## src/rtl/pwr_inrush_arbiter.sv

```systemverilog
// Round-robin inrush arbiter: one rail ramps at a time, PWRGD/timeout ends the ramp, then a settle gap.
// Latency: request to enable one cycle; no backpressure, requests are levels held until served or dropped.
module pwr_inrush_arbiter #(
    parameter int NUM_REQ    = 4,
    parameter int TMR_W      = 16,
    parameter int PG_TIMEOUT = 1000,
    parameter int GAP_TIME   = 20
) (
    input  logic               iClk,
    input  logic               iRst_n,
    input  logic               iTick_1ms,
    input  logic [NUM_REQ-1:0] iReq,
    input  logic [NUM_REQ-1:0] iPwrgd,
    input  logic               iAbort,
    input  logic               iFault_clr,
    output logic [NUM_REQ-1:0] oEn,
    output logic               oGrant_vld,
    output logic [2:0]         oGrant_idx,
    output logic [NUM_REQ-1:0] oFault,
    output logic               oBusy,
    output logic [1:0]         oState
);
    localparam int IW = $clog2(NUM_REQ);

    typedef enum logic [1:0] {
        ST_IDLE = 2'd0,
        ST_RAMP = 2'd1,
        ST_GAP  = 2'd2
    } state_t;

    state_t             r_state, w_state_nxt;
    logic [NUM_REQ-1:0] r_en, w_en_nxt;
    logic [NUM_REQ-1:0] r_fault, w_fault_nxt;
    logic               r_grant_vld, w_grant_vld_nxt;
    logic [IW-1:0]      r_idx, w_idx_nxt;
    logic [IW-1:0]      r_ptr, w_ptr_nxt;
    logic [TMR_W-1:0]   r_timer, w_timer_nxt;
    logic               r_busy;

    logic [NUM_REQ-1:0] w_elig;
    logic               w_any;
    logic [IW-1:0]      w_pick;
    logic [TMR_W-1:0]   w_timer_inc;

    assign w_elig      = iReq & ~r_en & ~r_fault;
    assign w_timer_inc = (r_timer == {TMR_W{1'b1}}) ? r_timer : r_timer + 1'b1;

    // First eligible channel scanning upward from the round-robin pointer
    always_comb begin
        int j;
        j      = 0;
        w_any  = 1'b0;
        w_pick = '0;
        for (int k = 0; k < NUM_REQ; k++) begin
            j = int'(r_ptr) + k;
            if (j >= NUM_REQ) j = j - NUM_REQ;
            if (!w_any && w_elig[j]) begin
                w_any  = 1'b1;
                w_pick = IW'(j);
            end
        end
    end

    always_comb begin
        w_state_nxt     = r_state;
        w_en_nxt        = r_en & iReq;   // released rails drop regardless of state
        w_fault_nxt     = iFault_clr ? '0 : r_fault;
        w_grant_vld_nxt = r_grant_vld;
        w_idx_nxt       = r_idx;
        w_ptr_nxt       = r_ptr;
        w_timer_nxt     = r_timer;

        if (iAbort) begin
            w_state_nxt     = ST_IDLE;
            w_en_nxt        = '0;
            w_grant_vld_nxt = 1'b0;
            w_timer_nxt     = '0;
        end else begin
            case (r_state)
                ST_IDLE: begin
                    if (w_any) begin
                        w_en_nxt[w_pick] = 1'b1;
                        w_grant_vld_nxt  = 1'b1;
                        w_idx_nxt        = w_pick;
                        w_timer_nxt      = '0;
                        w_ptr_nxt        = (w_pick == IW'(NUM_REQ - 1)) ? '0 : w_pick + 1'b1;
                        w_state_nxt      = ST_RAMP;
                    end
                end
                ST_RAMP: begin
                    // Request drop outranks PWRGD, which outranks the timeout
                    if (!iReq[r_idx] || iPwrgd[r_idx]) begin
                        w_grant_vld_nxt = 1'b0;
                        w_timer_nxt     = '0;
                        w_state_nxt     = ST_GAP;
                    end else if (iTick_1ms && (w_timer_inc == TMR_W'(PG_TIMEOUT))) begin
                        w_fault_nxt[r_idx] = 1'b1;
                        w_en_nxt[r_idx]    = 1'b0;
                        w_grant_vld_nxt    = 1'b0;
                        w_timer_nxt        = '0;
                        w_state_nxt        = ST_GAP;
                    end else if (iTick_1ms) begin
                        w_timer_nxt = w_timer_inc;
                    end
                end
                ST_GAP: begin
                    if (r_timer == TMR_W'(GAP_TIME)) begin
                        w_timer_nxt = '0;
                        w_state_nxt = ST_IDLE;
                    end else if (iTick_1ms) begin
                        w_timer_nxt = w_timer_inc;
                    end
                end
                default: begin
                    w_state_nxt = ST_IDLE;
                    w_timer_nxt = '0;
                end
            endcase
        end
    end

    always_ff @(posedge iClk) begin
        if (!iRst_n) begin
            r_state     <= ST_IDLE;
            r_en        <= '0;
            r_fault     <= '0;
            r_grant_vld <= 1'b0;
            r_idx       <= '0;
            r_ptr       <= '0;
            r_timer     <= '0;
            r_busy      <= 1'b0;
        end else begin
            r_state     <= w_state_nxt;
            r_en        <= w_en_nxt;
            r_fault     <= w_fault_nxt;
            r_grant_vld <= w_grant_vld_nxt;
            r_idx       <= w_idx_nxt;
            r_ptr       <= w_ptr_nxt;
            r_timer     <= w_timer_nxt;
            r_busy      <= (w_state_nxt != ST_IDLE);
        end
    end

    assign oEn        = r_en;
    assign oFault     = r_fault;
    assign oGrant_vld = r_grant_vld;
    assign oGrant_idx = 3'(r_idx);
    assign oBusy      = r_busy;
    assign oState     = r_state;

endmodule

```

## config.mk

```make
export PLATFORM = sky130hd
export DESIGN_NAME = pwr_inrush_arbiter
export DESIGN_NICKNAME = d
export VERILOG_FILES = /design/src/rtl/pwr_inrush_arbiter.sv
export SDC_FILE = /design/constraint.sdc
export NUM_CORES = 1
export LEC_CHECK = 0
export ABC_AREA = 1
export ABC_CLOCK_PERIOD_IN_PS = 6700
export CAP_MARGIN = 25
export CELL_PAD_IN_SITES_DETAIL_PLACEMENT = 0
export CELL_PAD_IN_SITES_GLOBAL_PLACEMENT = 2
export CORE_AREA = 4 4 97 99
export DETAILED_ROUTE_END_ITERATION = 16
export DIE_AREA = 0 0 101 103
export GPL_ROUTABILITY_DRIVEN = 0
export PLACE_DENSITY = 0.95
export REMOVE_ABC_BUFFERS = 1
export SYNTH_ARGS = -nofsm -noshare
export SYNTH_HDL_FRONTEND = slang
export SYNTH_SLANG_ARGS = --single-unit
```

## constraint.sdc

```tcl
create_clock -name iClk -period 6.7 [get_ports iClk]
set_input_delay 1.34 -clock iClk [delete_from_list [all_inputs] [get_ports iClk]]
set_output_delay 1.34 -clock iClk [all_outputs]
set_load 0.1 [all_outputs]
```

==> results of run 1 <==
per-layer routing:
layer / routed length (µm) / GRT usage / vias to the layer above
li1: - / - / 1511
met1: 3920 / 0.223 / 1307
met2: 3410 / 0.247 / 51
met3: 316 / 0.0203 / 4
met4: 60 / 0.0337 / 0
met5: 0 / 0 / -
state kept, by name, summed over array words and instances (netlist names):
register and cells:
oBusy 1, r_idx 2, r_ptr 2, oEn 4, oFault 4, oState 2, r_timer 16, oGrant_vld 1
final timing paths:
check	startpoint	to	slack (ns)	depth (start not counted)
worst max-delay path	iReq[2]	r_timer[9]	3.09	11
worst min register to register	oFault[1]	oFault[1]	0.50	2
worst max register to register	r_timer[0]	oBusy	3.91	14
worst min-delay path	oFault[1]	oFault[1]	0.50	2
report_power, final:
group / leakage (nW) / internal (W) / switching (W)
clock network: 0.0445 / 0.0000836 / 0.0000770
registers: 0.259 / 0.000214 / 0.0000286
logic: 0.987 / 0.000151 / 0.000388
total: 1.29 / 0.000448 / 0.000493
worst max-delay path: stages:
cell and delay (ns):
clkdlybuf4s50_1 0.48, inv_1 0.06, nor3_1 0.32, o21ai_0 0.21
o21ai_0 0.32, nor2_1 0.13, nand3_2 0.11, nand2_1 0.39
nor2_1 0.27, nand2_2 0.08, a21oi_2 0.11
kinds of logic (layout without fill, tap and decap cells):
kind of cell | Yosys count | in the layout | share of synthesized area
flip-flops | 32 | 32 | 0.230
other | 1 | 1 | 0.00135
buffers and inverters | 72 | 94 | 0.104
XOR/XNOR | 5 | 5 | 0.0157
AND/OR/NAND/NOR | 271 | 271 | 0.460
AO/OA/AOI/OAI | 70 | 70 | 0.144
adder cells (fa/ha/maj) | 10 | 10 | 0.0450
layout make-up:
class	count	area (µm²)	area share
Multi-Input combinational cell	357	1850	0.577
Sequential cell	32	641	0.200
Timing Repair Buffer	26	260	0.0811
Inverter	60	228	0.0710
Tap cell	108	135	0.0421
Clock buffer	7	86.3	0.0269
Clock inverter	1	7.51	0.00234
cell usage after synthesis, types with 2 or more instances:
master / n
inv_2: 4
nor2_2: 7
o21ai_0: 30
buf_2: 4
nand2_1: 125
a21oi_2: 10
or2_2: 2
nor2_4: 3
nand2_4: 4
nor4_1: 2
xor2_1: 2
a21oi_1: 21
dfxtp_1: 32
nand4_1: 15
nor2_1: 58
xnor2_1: 3
nand3_1: 31
nand3b_1: 2
o21ai_1: 4
clkbuf_1: 5
inv_1: 55
nand2_2: 15
ha_1: 10
per-stage QoR:
step                      hold slack, ns  instance area (µm²)   util
after floorplan                    0.483                 2720      -
after global placement             0.476                 3110  0.364
after detailed placement           0.495                 3110  0.364
after CTS                          0.506                 3210  0.375
after global routing               0.531                 3210  0.375
final                              0.500                 3210  0.375
==> flow_summary.yaml, run 1 <==
outcome:
  status: "finished clean"
logic_synthesis:
  synthArstFlopShare: 0
  synth_cells: 461
  synth_edf_count: 0
  synth_area_mm2: 0.00278
  synth_top_cell_by_area: "dfxtp_1"
  synthFlopType: "dfxtp_1"
  synth.top_cell.area_share: 0.230
  synth-seq-cells: 32
  ys_top_cells_by_area: "dfxtp_1, nand2_1, nor2_1"
  ys_seq_area_frac: 0.230
  syn_avg_cell_area_um2: 6.03
  ys_types: 40
  synth_warnings: 0
placement:
  detailed_place_hpwl_um: 5850
  dp.cells: 583
  portBuffers: 26
  dp_slack_ns: 2.83
cells_and_area:
  nFillCells: 918
  final_cell_mix: "nand2_1, nor2_1, inv_1"
  diodes: 0
  syn_to_final_growth_pct: 15.3
  final_cell_count_no_fill: 591
  nets: 505
  final_common_cell: "nand2_1"
  drive_above_1_share: 0.118
job:
  drv_cap: 0
detailed_routing:
  drtIter0Drc: 129
  drtAntennaViolNets: 0
  drt-wirelength-per-cell_um: 13.0
  drc_errors: 0
  num_vias: 2873
  dr.pass1.iters: 4
  vias_per_cell: 4.86
  drt_wl_total_um: 7700
cts:
  root_buffer: "clkbuf_8"
  cts_tree: "yes"
  cts_hold_buf: 0
  cts_made_buffers: 5
  clk_latency_ns: 0.29
  clkSinkCount: 32
  clkTransAtPathRegs_ns: 0.08
  cts_resized: 0
  htreeDepth: 2
  cts_buffer_depth: 2
  cts_setup_buffers: 0
power:
  cellLeakagePower_nw: 1.29
  ir_worst_vdd_uv: 268
  power.total_w: 0.000942
  cellPowerDensity_mw_per_mm2: 294
sta:
  clock_skew_ns: 0.0102
  setup_viol: 0
  maxSlewViolCount: 0
  fin_crit_sh: 0.538
  tns_ns: 0
  grt_setup_unrepaired: "false"
  period_minus_slack_ns: 3.61
  worst_pin_slew_ns: 0.983
  finalWorstSetupSlack_ns: 3.09
  hold_violations: 0
  fmax_ghz: 0.277
  slew_headroom: 0.343
critical_path:
  cp_data_required_time_ns: 6.92
  worst_setup_path_start_kind: "input pin"
  worstPathMaxFanout: 15
  critPathKind: "in -> reg"
  worstPathArrival_ns: 3.82
  end_kind: "flop"
floorplanning:
  rows: 34
  start_util: 0.325
  die_w_um: 101
  die_area_mm2: 0.0104
  die_y_um: 103
  core_mm2: 0.00855
  num_io_pins: 28
grt:
  grt_pass1_vias: 2609
  grt_overflow_total: 0
  grt_max_degree: 22
  antenna_found_initial: 0
  grt_pass1_wl_um: 12900
  gr-usage-all-layers: 0.155
worst_hold_path:
  hold_path.class: "reg -> reg"
Note: power is estimated with default switching activity, not from simulation.
==> run 2: changes to the inputs <==
Settings changed: ABC_CLOCK_PERIOD_IN_PS 6700 to 3550, CORE_AREA 4 4 97 99 to 4 4 100 102, DIE_AREA 0 0 101 103 to 0 0 104 106, PLACE_DENSITY 0.95 to 0.9.
Clock period 6.7 ns to 3.55 ns, I/O delays scaled along.
==> run 2 against run 1 <==
Die area up 6.0%. Critical path depth unchanged. Largest cell class unchanged. Register-to-register slack worse by 3.1 ns. Global-route usage down 1.4 points. Critical path type unchanged. Hold slack better by 0.00079 ns. Flip-flop and latch count unchanged. Wire length up 0.26%.
==> flow_summary.yaml, run 2 (synthesized netlist as in run 1, its figures left out) <==
outcome:
  status: "finished clean"
sta:
  maxSlewViolCount: 0
  slew_headroom: 0.346
  worst_pin_slew_ns: 0.978
  fin_hold_ws_ns: 0.500
  tns_ns: 0
  period_minus_slack_ns: 2.95
  fin_crit_sh: 0.832
  clock_skew_ns: 0.00927
  hold_violations: 0
  fmax_ghz: 0.339
  grt_setup_unrepaired: "false"
  setup_viol: 0
grt:
  grt_max_degree: 21
  grt_util_met1: 0.203
  grt_pass1_wl_um: 12800
  grt_pass1_vias: 2538
  use_met3: 0.0225
  gr-usage-all-layers: 0.141
  antenna_found_initial: 0
  grt_use_met2: 0.219
  grt_overflow_total: 0
  grt.busiest_layer: "met2"
cts:
  cts_resized: 0
  clkSinkCount: 32
  cts_tree: "yes"
  cts_made_buffers: 5
  cts_hold_buf: 0
  root_buffer: "clkbuf_8"
  clkTransAtPathRegs_ns: 0.08
  cts_buffer_depth: 2
  cts_setup_buffers: 0
  htreeDepth: 2
  clk_latency_ns: 0.29
cells_and_area:
  syn_to_final_growth_pct: 17.2
  nFillCells: 1014
  final_cell_mix: "nand2_1, nor2_1, inv_1"
  drive_above_1_share: 0.124
  largest-register: "r_timer"
  nets: 507
  fin_util: 0.358
  final_common_cell: "nand2_1"
  design_area_mm2: 0.00326
  largest_reg_flops: 16
  diodes: 0
power:
  ir_worst_vdd_uv: 470
  cellPowerDensity_mw_per_mm2: 575
  power.total_w: 0.00187
  p_seq_frac: 0.245
  cellLeakagePower_nw: 1.32
  p_comb_frac: 0.542
  power.share.clock: 0.213
  intPower_w: 0.000938
  p_sw_frac: 0.500
  power.switching_w: 0.000936
detailed_routing:
  drtAntennaViolNets: 0
  vias_per_cell: 4.74
  num_vias: 2826
  drtIter0Drc: 152
  dr.pass1.iters: 4
  drt-wirelength-per-cell_um: 13.0
  drt_wl_total_um: 7720
  drc_errors: 0
critical_path:
  worstPathArrival_ns: 3.19
  crit_path_start: "iReq[2]"
  worstPathMaxFanout: 15
  critPathKind: "in -> reg"
  r2r-end: "oBusy"
  cp_data_required_time_ns: 3.78
  worst_setup_path_start_kind: "input pin"
  reg2reg_from: "r_timer[0]"
  end_kind: "flop"
  ff2ff_path_depth: 14
  ff2ff_setup_slack_ns: 0.78
placement:
  place_area_mm2: 0.00313
  detailed_place_hpwl_um: 6010
  portBuffers: 26
worst_hold_path:
  hold_start: "oFault[2]"
  min_to: "oFault[2]"
  hold_path.class: "reg -> reg"
  holdPathStages: 2
floorplanning:
  core_mm2: 0.00911
  die_w_um: 104
  die_y_um: 106
  die_area_mm2: 0.0110
  num_io_pins: 28
  start_util: 0.305
  rows: 35
job:
  drv_cap: 0
==> run 2: cell types whose count changed in the layout (fill, tap and decap cells not counted), sizes merged <==
cell,change
bufinv,+1
buf,+2
clkinvlp,-1
==> run 2: worst max-delay path, cell delays in order <==
cell	delay, ns
clkdlybuf4s50_1	0.49
inv_1	0.06
nor3_1	0.32
o21ai_0	0.21
o21ai_0	0.32
nor2_1	0.12
nand3_2	0.11
nand2_1	0.38
nor2_1	0.27
nand2_2	0.08
a21oi_2	0.11
==> run 2: power by group through the flow <==
stage,logic [W],registers [W],clock network (W)
finish,0.00102,0.000459,0.000400
global route,0.00113,0.000470,0.000424
CTS,0.00102,0.000460,0.000409
detailed placement,0.00102,0.000468,0
global placement,0.00102,0.000466,0
floorplan,0.000559,0.000676,0
==> run 2: routing by layer <==
layer | vias to the layer above | routed length [µm]
met1 | 1276 | 4060
met4 | 0 | 66
li1 | 1512 | -
met5 | - | 0
met3 | 5 | 191
met2 | 33 | 3410
==> run 2: worst max path at each step <==
stage | end | slack, ns
floorplan | oEn[1] | 0.82
global placement | r_timer[5] | 0.32
detailed placement | r_timer[6] | 0.27
CTS | r_timer[10] | 0.58
global route | r_timer[10] | 0.37
finish | r_timer[6] | 0.60
==> run 2: metrics by stage <==
| stage | worst slack (ns) | instances |
|---|---|---|
| final | 0.596 | 596 |
| after global routing | 0.369 | 596 |
| after CTS | 0.578 | 596 |
| after floorplan | 0.819 | 449 |
| after global placement | 0.320 | 588 |
| after detailed placement | 0.271 | 588 |
==> run 2: cell type report <==
cell class | instances | area [µm²] | share of cell area
Clock buffer | 7 | 96.3 | 0.0296
Inverter | 60 | 228 | 0.0699
Sequential cell | 32 | 641 | 0.197
Timing Repair Buffer | 28 | 275 | 0.0845
Tap cell | 111 | 139 | 0.0426
Clock inverter | 1 | 30.0 | 0.00921
Multi-Input combinational cell | 357 | 1850 | 0.568
==> run 3: changes to the inputs <==
Settings changed: ABC_CLOCK_PERIOD_IN_PS 3550 to 3100.
Clock period 3.55 ns to 3.1 ns, I/O delays scaled along.
==> run 3 against run 2 <==
Sequential share of layout area increased by 0.19 points. Register-to-register slack got worse by 0.44 ns. Clock power increased by 1%. Non-clock buffer count increased by 3. Utilization decreased by 0.34 points. Power increased by 12%. Flip-flop and latch count unchanged. Combinational power increased by 15%. Critical path type is now reg -> reg.
==> flow_summary.yaml, run 3 (synthesized netlist as in run 1, its figures left out) <==
cells_and_area:
  final_common_cell: "nand2_1"
  fin_util: 0.354
  regArea_um2: 641
  multi_input_area_mm2: 0.00185
  nets: 510
  largest_reg_flops: 16
  syn_to_final_growth_pct: 16.1
  diodes: 0
  largest-register: "r_timer"
  nFillCells: 997
  final_cell_mix: "nand2_1, nor2_1, inv_1"
  drive_above_1_share: 0.156
  design_area_mm2: 0.00323
grt:
  grt_overflow_total: 0
  grt_pass1_wl_um: 13500
  antenna_found_initial: 0
  gr-usage-all-layers: 0.150
  grt_use_met2: 0.237
  grt.busiest_layer: "met2"
  grt_pass1_vias: 2693
  use_met3: 0.0231
  grt_max_degree: 21
  grt_util_met1: 0.208
detailed_routing:
  dr.pass1.iters: 4
  drtIter0Drc: 177
  vias_per_cell: 4.77
  drtAntennaViolNets: 0
  drc_errors: 0
  num_vias: 2857
  drt_wl_total_um: 8060
  drt-wirelength-per-cell_um: 13.5
outcome:
  status: "finished clean"
floorplanning:
  die_area_mm2: 0.0110
  die_w_um: 104
  num_io_pins: 28
  rows: 35
  die_y_um: 106
  core_mm2: 0.00911
  start_util: 0.305
worst_hold_path:
  hold_start: "oFault[1]"
  hold_path.class: "reg -> reg"
sta:
  maxSlewViolCount: 0
  fmax_ghz: 0.363
  hold_violations: 0
  slew_headroom: 0.663
  tns_ns: 0
  worst_pin_slew_ns: 0.504
  fin_crit_sh: 0.890
  finalWorstSetupSlack_ns: 0.341
  clock_skew_ns: 0.00896
  setup_viol: 0
  grt_setup_unrepaired: "false"
  period_minus_slack_ns: 2.76
cts:
  root_buffer: "clkbuf_8"
  cts_buffer_depth: 2
  clkTransAtPathRegs_ns: 0.08
  cts_setup_buffers: 0
  cts_made_buffers: 5
  cts_resized: 0
  cts_hold_buf: 0
  htreeDepth: 2
  cts_tree: "yes"
  clk_latency_ns: 0.29
  clkSinkCount: 32
critical_path:
  end_kind: "flop"
  ff2ff_setup_slack_ns: 0.34
  worstPathArrival_ns: 2.94
  critPathKind: "reg -> reg"
  ff2ff_path_depth: 14
  worstPathMaxFanout: 16
  crit_end: "oBusy"
  reg2reg_from: "r_timer[0]"
  worst_setup_path_start_kind: "flop"
  crit_path_start: "r_timer[0]"
  cp_data_required_time_ns: 3.28
  r2r-end: "oBusy"
job:
  drv_cap: 0
power:
  ir_worst_vdd_uv: 408
  cellPowerDensity_mw_per_mm2: 651
  power.total_w: 0.00210
  cellLeakagePower_nw: 1.35
placement:
  place_area_mm2: 0.00312
  portBuffers: 26
  detailed_place_hpwl_um: 6260
  dp_slack_ns: 0.0946
-- run 3: report_power, final --
group          leakage [nW]  switching, W  internal [W]
sequential            0.259     0.0000631      0.000463
clock                0.0552      0.000165      0.000239
combinational          1.04      0.000846      0.000327
total                  1.35       0.00107       0.00103
-- run 3: worst min path at each step --
stage | to | cells after the start
final | oFault[1] | 2
after global routing | oFault[1] | 2
after CTS | oFault[1] | 2
after detailed placement | oGrant_vld | 2
after global placement | oGrant_vld | 2
after floorplan | r_timer[6] | 2
-- run 3: critical path, stage by stage (launching register included) --
cell	delay, ns
dfxtp_1	0.50
ha_1	0.31
nand2_1	0.12
nor2_4	0.20
nand2_4	0.10
nor2_8	0.17
a21oi_1	0.08
nor2_1	0.24
nand3_1	0.14
nor2_2	0.14
nand2_4	0.09
nand3_4	0.08
nand2_4	0.18
o21ai_1	0.23
nand2_1	0.07
-- run 3: layer usage --
| metal | part of all wire | routed length, µm |
|---|---|---|
| met4 | 0.015 | 121 |
| met2 | 0.45 | 3630 |
| met3 | 0.036 | 292 |
| met1 | 0.50 | 4020 |
| met5 | 0 | 0 |
-- run 3: layout make-up --
cell class                      count  share of cell area
Tap cell                          111              0.0430
Multi-Input combinational cell    357               0.573
Timing Repair Buffer               31              0.0814
Inverter                           60              0.0705
Sequential cell                    32               0.198
Clock inverter                      2              0.0109
Clock buffer                        6              0.0225
-- run 3: through the flow --
stage	hold slack, ns	instances
after floorplan	0.483	449
after global placement	0.487	591
after detailed placement	0.483	591
after CTS	0.501	599
after global routing	0.520	599
final	0.491	599
